**src/rtl/elev_pkg.sv**
```systemverilog
// Shared constants for the SCAN elevator controller: state encoding, direction values, floor width helper.
package elev_pkg;

  localparam logic [1:0] ST_IDLE        = 2'd0;
  localparam logic [1:0] ST_MOVING_UP   = 2'd1;
  localparam logic [1:0] ST_MOVING_DOWN = 2'd2;
  localparam logic [1:0] ST_DOOR_OPEN   = 2'd3;

  localparam logic DIR_UP   = 1'b0;
  localparam logic DIR_DOWN = 1'b1;

  // Floor index width, never below one bit.
  function automatic int floor_width(input int n);
    return (n <= 2) ? 1 : $clog2(n);
  endfunction

endpackage

```
**src/rtl/elev_tick_timer.sv**
```systemverilog
// Generic period counter: counts 0..limit-1 while enabled, wraps on the terminal count, clear has priority.
module elev_tick_timer #(
  parameter int W = 8
) (
  input  logic         clk,
  input  logic         reset,
  input  logic         clear,
  input  logic         enable,
  input  logic [W-1:0] limit,
  output logic         done
);

  localparam logic [W-1:0] ONE = W'(1);

  logic [W-1:0] count;

  assign done = enable && !clear && (count == limit - ONE);

  always_ff @(posedge clk or posedge reset) begin
    if (reset) begin
      count <= '0;
    end else if (clear || done) begin
      count <= '0;
    end else if (enable) begin
      count <= count + ONE;
    end
  end

endmodule

```
**src/rtl/elevator_scan_ctrl.sv**
```systemverilog
// Single-car SCAN elevator controller with timed travel and door dwell.
// Optional emergency stop input and freeze logic built only when ELEV_ESTOP_EN is defined.
module elevator_scan_ctrl
  import elev_pkg::*;
#(
  parameter  int NUM_FLOORS   = 8,
  parameter  int TRAVEL_TICKS = 10000000,
  parameter  int DOOR_TICKS   = 20000000,
  localparam int FLOOR_W      = floor_width(NUM_FLOORS)
) (
  input  logic                  clk,
  input  logic                  reset,
  input  logic [NUM_FLOORS-1:0] req_i,
  output logic [FLOOR_W-1:0]    floor_o,
  output logic                  moving_up_o,
  output logic                  moving_down_o,
  output logic                  door_open_o,
  output logic                  idle_o,
  output logic [NUM_FLOORS-1:0] pending_o,
  output logic [1:0]            state_o
`ifdef ELEV_ESTOP_EN
  ,
  input  logic                  estop_i
`endif
);

  localparam int TMAX = (TRAVEL_TICKS > DOOR_TICKS) ? TRAVEL_TICKS : DOOR_TICKS;
  localparam int TW   = $clog2(TMAX + 1);
  localparam logic [TW-1:0]         TRAVEL_L = TW'(TRAVEL_TICKS);
  localparam logic [TW-1:0]         DOOR_L   = TW'(DOOR_TICKS);
  localparam logic [NUM_FLOORS-1:0] ONE_HOT  = NUM_FLOORS'(1);
  localparam logic [FLOOR_W-1:0]    STEP     = FLOOR_W'(1);

  logic [1:0]            state, state_n;
  logic [FLOOR_W-1:0]    floor_n;
  logic                  dir_r, dir_n;
  logic [NUM_FLOORS-1:0] req_q, pend_all, pending_n, served;
  logic [NUM_FLOORS-1:0] above_mask, below_mask;
  logic                  above, below, ahead, behind;
  logic                  t_clear, t_enable, t_done;
  logic [TW-1:0]         t_limit;
  logic                  freeze;

`ifdef ELEV_ESTOP_EN
  assign freeze = estop_i;
`else
  assign freeze = 1'b0;
`endif

  assign state_o = state;

  // Requests pass through one input register before any decision uses them.
  assign pend_all = pending_o | req_q;

  always_comb begin
    above_mask = '0;
    below_mask = '0;
    for (int i = 0; i < NUM_FLOORS; i++) begin
      above_mask[i] = (i > int'(floor_o));
      below_mask[i] = (i < int'(floor_o));
    end
  end

  assign above  = |(pend_all & above_mask);
  assign below  = |(pend_all & below_mask);
  assign ahead  = (dir_r == DIR_UP) ? above : below;
  assign behind = (dir_r == DIR_UP) ? below : above;

  always_comb begin
    state_n  = state;
    floor_n  = floor_o;
    dir_n    = dir_r;
    t_clear  = 1'b0;
    t_enable = 1'b0;
    t_limit  = TRAVEL_L;
    served   = '0;
    if (!freeze) begin
      case (state)
        ST_IDLE: begin
          t_clear = 1'b1;
          if (pend_all[floor_o]) begin
            state_n = ST_DOOR_OPEN;
          end else if (above && below) begin
            state_n = (dir_r == DIR_UP) ? ST_MOVING_UP : ST_MOVING_DOWN;
          end else if (above) begin
            state_n = ST_MOVING_UP;
          end else if (below) begin
            state_n = ST_MOVING_DOWN;
          end
        end
        ST_MOVING_UP, ST_MOVING_DOWN: begin
          t_enable = 1'b1;
          t_limit  = TRAVEL_L;
          if (t_done) begin
            floor_n = (state == ST_MOVING_UP) ? floor_o + STEP : floor_o - STEP;
            if (pend_all[floor_n]) state_n = ST_DOOR_OPEN;
          end
        end
        default: begin
          t_enable = 1'b1;
          t_limit  = DOOR_L;
          // A fresh call for this floor keeps the door open for a full dwell.
          if (req_q[floor_o]) begin
            t_clear = 1'b1;
          end else if (t_done) begin
            if (ahead)       state_n = (dir_r == DIR_UP) ? ST_MOVING_UP : ST_MOVING_DOWN;
            else if (behind) state_n = (dir_r == DIR_UP) ? ST_MOVING_DOWN : ST_MOVING_UP;
            else             state_n = ST_IDLE;
          end
        end
      endcase
    end
    if (state_n == ST_MOVING_UP)        dir_n = DIR_UP;
    else if (state_n == ST_MOVING_DOWN) dir_n = DIR_DOWN;
    if (state_n == ST_DOOR_OPEN) served = ONE_HOT << floor_n;
  end

  assign pending_n = pend_all & ~served;

  elev_tick_timer #(.W(TW)) u_timer (
    .clk    (clk),
    .reset  (reset),
    .clear  (t_clear),
    .enable (t_enable),
    .limit  (t_limit),
    .done   (t_done)
  );

  always_ff @(posedge clk or posedge reset) begin
    if (reset) begin
      req_q         <= '0;
      pending_o     <= '0;
      state         <= ST_IDLE;
      floor_o       <= '0;
      dir_r         <= DIR_UP;
      idle_o        <= 1'b1;
      moving_up_o   <= 1'b0;
      moving_down_o <= 1'b0;
      door_open_o   <= 1'b0;
    end else begin
      req_q     <= req_i;
      pending_o <= pending_n;
      state     <= state_n;
      floor_o   <= floor_n;
      dir_r     <= dir_n;
      if (!freeze) begin
        idle_o        <= (state_n == ST_IDLE) && (pending_n == '0);
        moving_up_o   <= (state_n == ST_MOVING_UP);
        moving_down_o <= (state_n == ST_MOVING_DOWN);
        door_open_o   <= (state_n == ST_DOOR_OPEN);
      end
    end
  end

endmodule

```
**config.mk**
```make
export PLATFORM = sky130hd
export DESIGN_NAME = elevator_scan_ctrl
export DESIGN_NICKNAME = d
export VERILOG_FILES = /design/src/rtl/elev_pkg.sv /design/src/rtl/elev_tick_timer.sv /design/src/rtl/elevator_scan_ctrl.sv
export SDC_FILE = /design/constraint.sdc
export NUM_CORES = 1
export LEC_CHECK = 0
export CORE_MARGIN = 2
export CORE_UTILIZATION = 65
export DETAILED_ROUTE_END_ITERATION = 16
export GPL_ROUTABILITY_DRIVEN = 0
export PLACE_DENSITY = 0.87
export SKIP_LAST_GASP = 1
export SLEW_MARGIN = 0
export SYNTH_ARGS = -nofsm -noshare
export SYNTH_HDL_FRONTEND = slang
export SYNTH_HIERARCHICAL = 1
export SYNTH_SLANG_ARGS = --single-unit
```
**constraint.sdc**
```tcl
create_clock -name clk -period 14.2 [get_ports clk]
set_input_delay 2.84 -clock clk [delete_from_list [all_inputs] [get_ports clk]]
set_output_delay 2.84 -clock clk [all_outputs]
set_load 0.01 [all_outputs]
```
==> qor.csv, run 1 <==
stage,metric,value,unit
status,status,completed,
synth,syn_inst,442,
timing,worst_pin_slew,0.978,ns
timing,finalCritPeriodShare,0.409,
worst_setup_path,r2r_cells,20,
synth,yosysSeqAreaShare,0.321,
timing,setup_violations,0,
worst_setup_path,reg2reg_from,state_o[0]$_DFF_PP0_,
timing,hold_viol,0,
drt,via_per_inst,6.16,
power,power.density,57.9,nW/µm²
final_layout,fill_cells,434,
min_path,worstHoldStart,dir_r$_DFFE_PP0P_,
synth,synth-main-ff-cell,dfrtp_1,
clock_tree,cts.sinks,51,
worst_setup_path,reg2reg_to,idle_o$_DFF_PP1_,
timing,fin_crit,5.81,ns
clock_tree,numCtsBuffers,5,
min_path,min_to,dir_r$_DFFE_PP0P_,
timing,clock.fmax,0.172,GHz
global_routing,overflow,0,
drt,wire_per_inst,16.6,µm
min_path,hold_path_depth,2,
clock_tree,postCtsSetupRepairBufs,0,
drt,drt_iter0_markers,386,
worst_setup_path,slowest_stage,or4b_2,
placed_design,place_inst,574,
drt,drc_errors,0,
placed_design,io_buffers,26,
clock_tree,worst_skew_pair.late_latency,0.31,ns
timing,whs,0.559,ns
synth,async_flop_share,1.00,
power,p_leak,1.80,nW
worst_setup_path,end_kind,flop,
placed_design,hpwl,7.22,mm
timing,relSlewSlack,0.347,
die,dieArea,6770,µm²
die,rows,28,
synth,yosysWarnings,6,
drt,ant_nets,0,
synth,synth_edf_count,0,
global_routing,gr-usage-all-layers,0.309,
final_layout,final_common_cell,nor2_1,
synth,ys_seq_elements,51,
synth,avgSynthCellArea,9.02,µm²
die,die_w,82.3,µm
placed_design,dpl-instance-area,4400,µm²
die,core-area,5920,µm²
final_layout,stdcell_area,4490,µm²
synth,yosysUniqueCellTypes,73,
worst_setup_path,path_delay_family,simple AND/OR/NAND/NOR gates,
worst_setup_path,crit_chain,ha_1 -> inv_1 -> or4b_2 -> xor2_1 -> a31oi_1 -> o32ai_1 -> nand2_1 -> nor2_1 -> nand2_1 -> nor4_1 -> o211ai_1 -> a2bb2oi_1 -> a21oi_1 -> o21a_1 -> ha_1 -> nor2b_1 -> and2_1 -> a21oi_1 -> or4b_1 -> a211oi_1,
min_path,holdCritPathClass,reg -> reg,
drt,firstDrtPassIters,5,
timing,drv_slew,0,
worst_setup_path,worstPathArrival,6.03,ns
final_layout,n_antenna_cell,0,
worst_setup_path,critPathRequiredTime,14.42,ns
clock_tree,clk_path_buf_depth,2,
clock_tree,cts_tree,built,
die,start_util,0.673,
worst_setup_path,cp.buffers_inverters,1,
final_layout,final_nets,531,
die,dieHeight,82.3,µm
power,peakVddDrop,56.4,µV
clock_tree,ctsRootBufferMaster,clkbuf_8,
drt,vias,3588,
timing,fin_skew,0.00586,ns
worst_setup_path,critPathMaxStageDelay,0.83,ns
final_layout,drive_gt1_frac,0.0828,
drt,routed_wl,9.67,mm
timing,rsz0062_at_grt,no,
global_routing,grt_max_degree,32,
clock_tree,ctsResizeCount,0,
final_layout,final_cell_count_no_fill,582,
synth,synth_area,3990,µm²
worst_setup_path,rrSetupSlack,8.39,ns
power,totalPowerFinal,0.260,mW
clock_tree,holdBufCountCts,0,
clock_tree,htreeDepth,2,
global_routing,grt_first_pass_wirelength,16.2,mm
final_layout,final_cell_mix,"58 x nor2_1, 50 x dfrtp_1, 49 x conb_1",
worst_setup_path,crit_type,reg -> reg,
clock_tree,clk_pin_slew,0.09,ns
die,io_pins,27,
timing,setup_tns,0,ns
final_layout,area_delta_synth_final,12.8,%
worst_setup_path,start_kind,flop,
global_routing,antenna_found_initial,0,
job,drv_cap,0,
global_routing,grt_pass1_vias,3435,
worst_setup_path,cp_max_fo,28,
-- stage by stage --
| step | setup WS [ns] | util |
|---|---|---|
| finish | 8.39 | 0.759 |
| global route | 7.88 | 0.759 |
| CTS | 8.46 | 0.759 |
| detailed placement | 8.48 | 0.743 |
| global placement | 8.75 | 0.743 |
| floorplan | 8.42 | - |
-- registers in the layout, summed over array words and instances, names as in the netlist --
register       cells
u_timer/count     25
pending_o          8
req_q              8
floor_o            3
state_o            2
dir_r              1
door_open_o        1
idle_o             1
moving_down_o      1
moving_up_o        1
-- power breakdown --
group / internal, mW / switching (mW)
registers: 0.147 / 0.00295
logic: 0.00881 / 0.0132
clock network: 0.0400 / 0.0481
-- Yosys cell counts, types with 4 or more instances --
| library cell | count | share of area |
|---|---|---|
| xnor2_1 | 32 | 0.070 |
| nand3_1 | 15 | 0.019 |
| o211ai_1 | 4 | 0.0075 |
| nor3_1 | 10 | 0.013 |
| nor2_2 | 10 | 0.016 |
| buf_6 | 4 | 0.011 |
| or4_4 | 4 | 0.011 |
| nand2_1 | 23 | 0.022 |
| mux4_2 | 4 | 0.023 |
| o21ai_0 | 7 | 0.0088 |
| clkbuf_1 | 7 | 0.0066 |
| a31oi_1 | 9 | 0.014 |
| nand4_1 | 14 | 0.022 |
| dfrtp_1 | 50 | 0.31 |
| xor2_1 | 28 | 0.062 |
| nor2b_1 | 4 | 0.0063 |
| nor4_1 | 13 | 0.020 |
| mux2i_1 | 9 | 0.023 |
| a21oi_1 | 16 | 0.020 |
| nor2_1 | 58 | 0.055 |
| inv_1 | 17 | 0.016 |
| ha_1 | 15 | 0.047 |
-- metal layers --
layer / global-route usage / up-vias / share of wire
li1: - / 1676 / -
met1: 0.396 / 1687 / 0.40
met2: 0.535 / 189 / 0.50
met3: 0.0402 / 36 / 0.071
met4: 0.110 / 0 / 0.028
met5: 0 / - / 0
-- area by class of cell --
type	instances	area (µm²)	share of cell area
multi-input cells	402	2680	0.595
flip-flops and latches	51	1280	0.284
repair buffers	27	268	0.0596
well taps	75	93.8	0.0209
clock buffers	7	86.3	0.0192
inverters	19	85.1	0.0189
clock inverters	1	8.76	0.00195
-- worst max-delay path by stage --
| stage | startpoint | end | cells after the start |
|---|---|---|---|
| after detailed placement | state_o[0]$_DFF_PP0_ | idle_o$_DFF_PP1_ | 20 |
| final | state_o[0]$_DFF_PP0_ | idle_o$_DFF_PP1_ | 20 |
| after CTS | state_o[0]$_DFF_PP0_ | idle_o$_DFF_PP1_ | 20 |
| after floorplan | state_o[0]$_DFF_PP0_ | idle_o$_DFF_PP1_ | 21 |
| after global placement | state_o[0]$_DFF_PP0_ | idle_o$_DFF_PP1_ | 20 |
| after global routing | state_o[0]$_DFF_PP0_ | idle_o$_DFF_PP1_ | 20 |
-- worst reg2reg max path: stages, from the launching register on --
cell and delay [ns]:
dfrtp_1 0.46, ha_1 0.21, inv_1 0.35, or4b_2 0.84, xor2_1 0.17, a31oi_1 0.11
o32ai_1 0.15, nand2_1 0.13, nor2_1 0.10, nand2_1 0.06, nor4_1 0.73, o211ai_1 0.29
a2bb2oi_1 0.22, a21oi_1 0.18, o21a_1 0.22, ha_1 0.27, nor2b_1 0.19, and2_1 0.16
a21oi_1 0.09, or4b_1 0.55, a211oi_1 0.26
-- cells by family after synthesis --
group,after synthesis,share of synthesized area
xor+xnor,62,0.143
fa+ha+maj,15,0.0471
flops,51,0.321
mux,15,0.0509
simple gates,181,0.244
buf+inv,36,0.0524
other cells,2,0.00188
compound gates,80,0.141
Note: power is estimated with default switching activity, not from simulation.
==> inputs of run 2 (changes only) <==
Settings changed: CORE_UTILIZATION 65 to 60, PLACE_DENSITY 0.87 to 0.81.
Clock period 14.2 ns to 5.9 ns, I/O delays scaled along.
==> run 2 against run 1 <==
  * Clock power rose by 130%
  * Core utilization is 5.3 points lower
  * Maximum frequency is 9.0% higher
  * Via count shrank 2.8%
  * Global-route usage is 4.1 points lower
  * Total power grew 140%
  * Setup slack got worse by 7.8 ns
  * Clock skew up 0.0012 ns
  * Sequential share of layout area shrank 0.095 points
==> qor.csv, run 2 (synthesis results as in run 1) <==
stage,metric,value,unit,change
status,status,completed,,
timing,drv_slew,0,,unchanged
global_routing,grt_pass1_vias,3252,,-5.3%
drt,drc_errors,0,,unchanged
final_layout,final_cell_mix,"58 x nor2_1, 50 x dfrtp_1, 49 x conb_1",,
global_routing,overflow,0,,unchanged
drt,wire_per_inst,15.7,µm,-5.3%
global_routing,antenna_found_initial,0,,unchanged
die,rows,29,,+3.6%
worst_setup_path,crit_chain,mux4_2 -> mux2i_1 -> o21bai_1 -> nand4b_1 -> nor4_1 -> nand4_1 -> nor4_1 -> buf_4 -> o211ai_1 -> a2bb2oi_1 -> a21oi_1 -> o21a_1 -> ha_1 -> nor2b_1 -> and2_1 -> a21oi_1 -> or4b_1 -> a211oi_1,,
job,drv_cap,0,,unchanged
clock_tree,ctsRootBufferMaster,clkbuf_8,,
worst_setup_path,path_delay_family,simple AND/OR/NAND/NOR gates,,
drt,drt_iter0_markers,238,,-38%
timing,fin_skew,0.00705,ns,+0.00119 ns
die,dieArea,7310,µm²,+7.9%
worst_setup_path,critPathMaxStageDelay,0.75,ns,-0.08 ns
die,die_w,85.5,µm,+3.9%
final_layout,fill_cells,507,,+17%
final_layout,area_delta_synth_final,13.2,%,
worst_setup_path,worstPathArrival,5.56,ns,-0.47 ns
timing,clock.fmax,0.188,GHz,+9.0%
die,start_util,0.624,,-0.0491
final_layout,top_regs,"u_timer/count: 25 flops, pending_o: 8 flops, req_q: 8 flops",,
timing,rsz0062_at_grt,no,,
drt,routed_wl,9.24,mm,-4.5%
timing,fin_crit,5.33,ns,-0.481 ns
global_routing,grt_max_degree,27,,-16%
final_layout,final_cell_count_no_fill,587,,+0.86%
die,dieHeight,85.5,µm,+3.9%
clock_tree,clk_path_buf_depth,2,,unchanged
power,p_leak,1.81,nW,+0.43%
clock_tree,holdBufCountCts,0,,unchanged
drt,vias,3489,,-2.8%
drt,ant_nets,0,,unchanged
power,peakVddDrop,124,µV,+120%
global_routing,grt_first_pass_wirelength,15.8,mm,-2.5%
timing,setup_violations,0,,unchanged
power,power.density,136,nW/µm²,+140%
timing,setup_tns,0,ns,unchanged
global_routing,gr-usage-all-layers,0.268,,-0.0407
placed_design,place_inst,579,,+0.87%
timing,worst_pin_slew,0.995,ns,+0.0170 ns
drt,via_per_inst,5.94,,-3.6%
clock_tree,clk_pin_slew,0.10,ns,about the same
clock_tree,worst_skew_pair.late_latency,0.31,ns,about the same
worst_setup_path,cp_max_fo,12,,-57%
final_layout,final_nets,534,,+0.56%
worst_setup_path,crit_type,reg -> reg,,
clock_tree,postCtsSetupRepairBufs,0,,unchanged
worst_setup_path,start_kind,flop,,
worst_setup_path,end_kind,flop,,
final_layout,largest_register_ffs,25,,unchanged
timing,hold_viol,0,,unchanged
min_path,holdCritPathClass,reg -> reg,,
worst_setup_path,critPathRequiredTime,6.12,ns,-8.30 ns
placed_design,hpwl,6.89,mm,-4.6%
timing,finalCritPeriodShare,0.904,,+0.494
die,io_pins,27,,unchanged
final_layout,final_common_cell,nor2_1,,
clock_tree,cts_tree,built,,
clock_tree,numCtsBuffers,5,,unchanged
timing,relSlewSlack,0.336,,-0.0113
worst_setup_path,cp.buffers_inverters,1,,unchanged
final_layout,top_register,u_timer/count,,
placed_design,io_buffers,26,,unchanged
clock_tree,cts.sinks,51,,unchanged
final_layout,fin_util,0.706,,-0.0530
die,core-area,6390,µm²,+7.9%
final_layout,drive_gt1_frac,0.0882,,+0.00540
worst_setup_path,slowest_stage,dfrtp_1,,
timing,whs,0.575,ns,+0.0161 ns
final_layout,n_antenna_cell,0,,unchanged
drt,firstDrtPassIters,5,,unchanged
clock_tree,ctsResizeCount,0,,unchanged
clock_tree,htreeDepth,2,,unchanged
## run 2: final cells by class
type | count | area, µm² | share of cell area
inverter | 19 | 85.1 | 0.0189
clock buffer | 6 | 72.6 | 0.0161
clock inverter | 2 | 12.5 | 0.00277
tap | 77 | 96.3 | 0.0214
sequential | 51 | 1280 | 0.283
multi-input combinational | 402 | 2680 | 0.593
timing repair buffer | 30 | 290 | 0.0644
## run 2: per-layer routing
metal  part of all wire  up-vias  track usage
met3              0.065       24       0.0404
met1               0.44     1636        0.376
met5                  0        -            0
met4              0.019        0       0.0794
met2               0.47      146        0.434
li1                   -     1683            -
## run 2: final timing paths
kind / startpoint / endpoint / slack [ns] / depth (start not counted)
max: floor_o[2]$_DFF_PP0_ / idle_o$_DFF_PP1_ / 0.57 / 18
max reg2reg: floor_o[2]$_DFF_PP0_ / idle_o$_DFF_PP1_ / 0.57 / 18
min: u_timer/count[24]$_DFFE_PP0P_ / u_timer/count[24]$_DFFE_PP0P_ / 0.57 / 2
max in group asynchronous: reset / u_timer/count[1]$_DFFE_PP0P_ / 3.86 / 2
min in group asynchronous: reset / state_o[1]$_DFF_PP0_ / 1.43 / 2
min reg2reg: u_timer/count[24]$_DFFE_PP0P_ / u_timer/count[24]$_DFFE_PP0P_ / 0.57 / 2
## run 2: worst min-delay path: cells and delay by family (launching register included)
| kind | cells | cell delay, ns |
|---|---|---|
| flip-flops | 1 | 0.39 |
| XOR/XNOR | 1 | 0.08 |
| AND/OR/NAND/NOR | 1 | 0.07 |
## run 2: stage by stage
stage	total power [mW]	area, µm²	setup slack [ns]
2_1_floorplan	0.407	4160	0.120
3_3_place_gp	0.416	4420	0.788
3_5_place_dp	0.417	4420	0.712
4_1_cts	0.619	4510	0.609
5_1_grt	0.638	4510	0.224
6_report	0.614	4510	0.567
## run 2: where the power goes
| group | internal (mW) | total (mW) | switching, mW |
|---|---|---|---|
| Combinational | 0.0212 | 0.0525 | 0.0314 |
| Clock | 0.0832 | 0.202 | 0.119 |
| Sequential | 0.354 | 0.360 | 0.00626 |
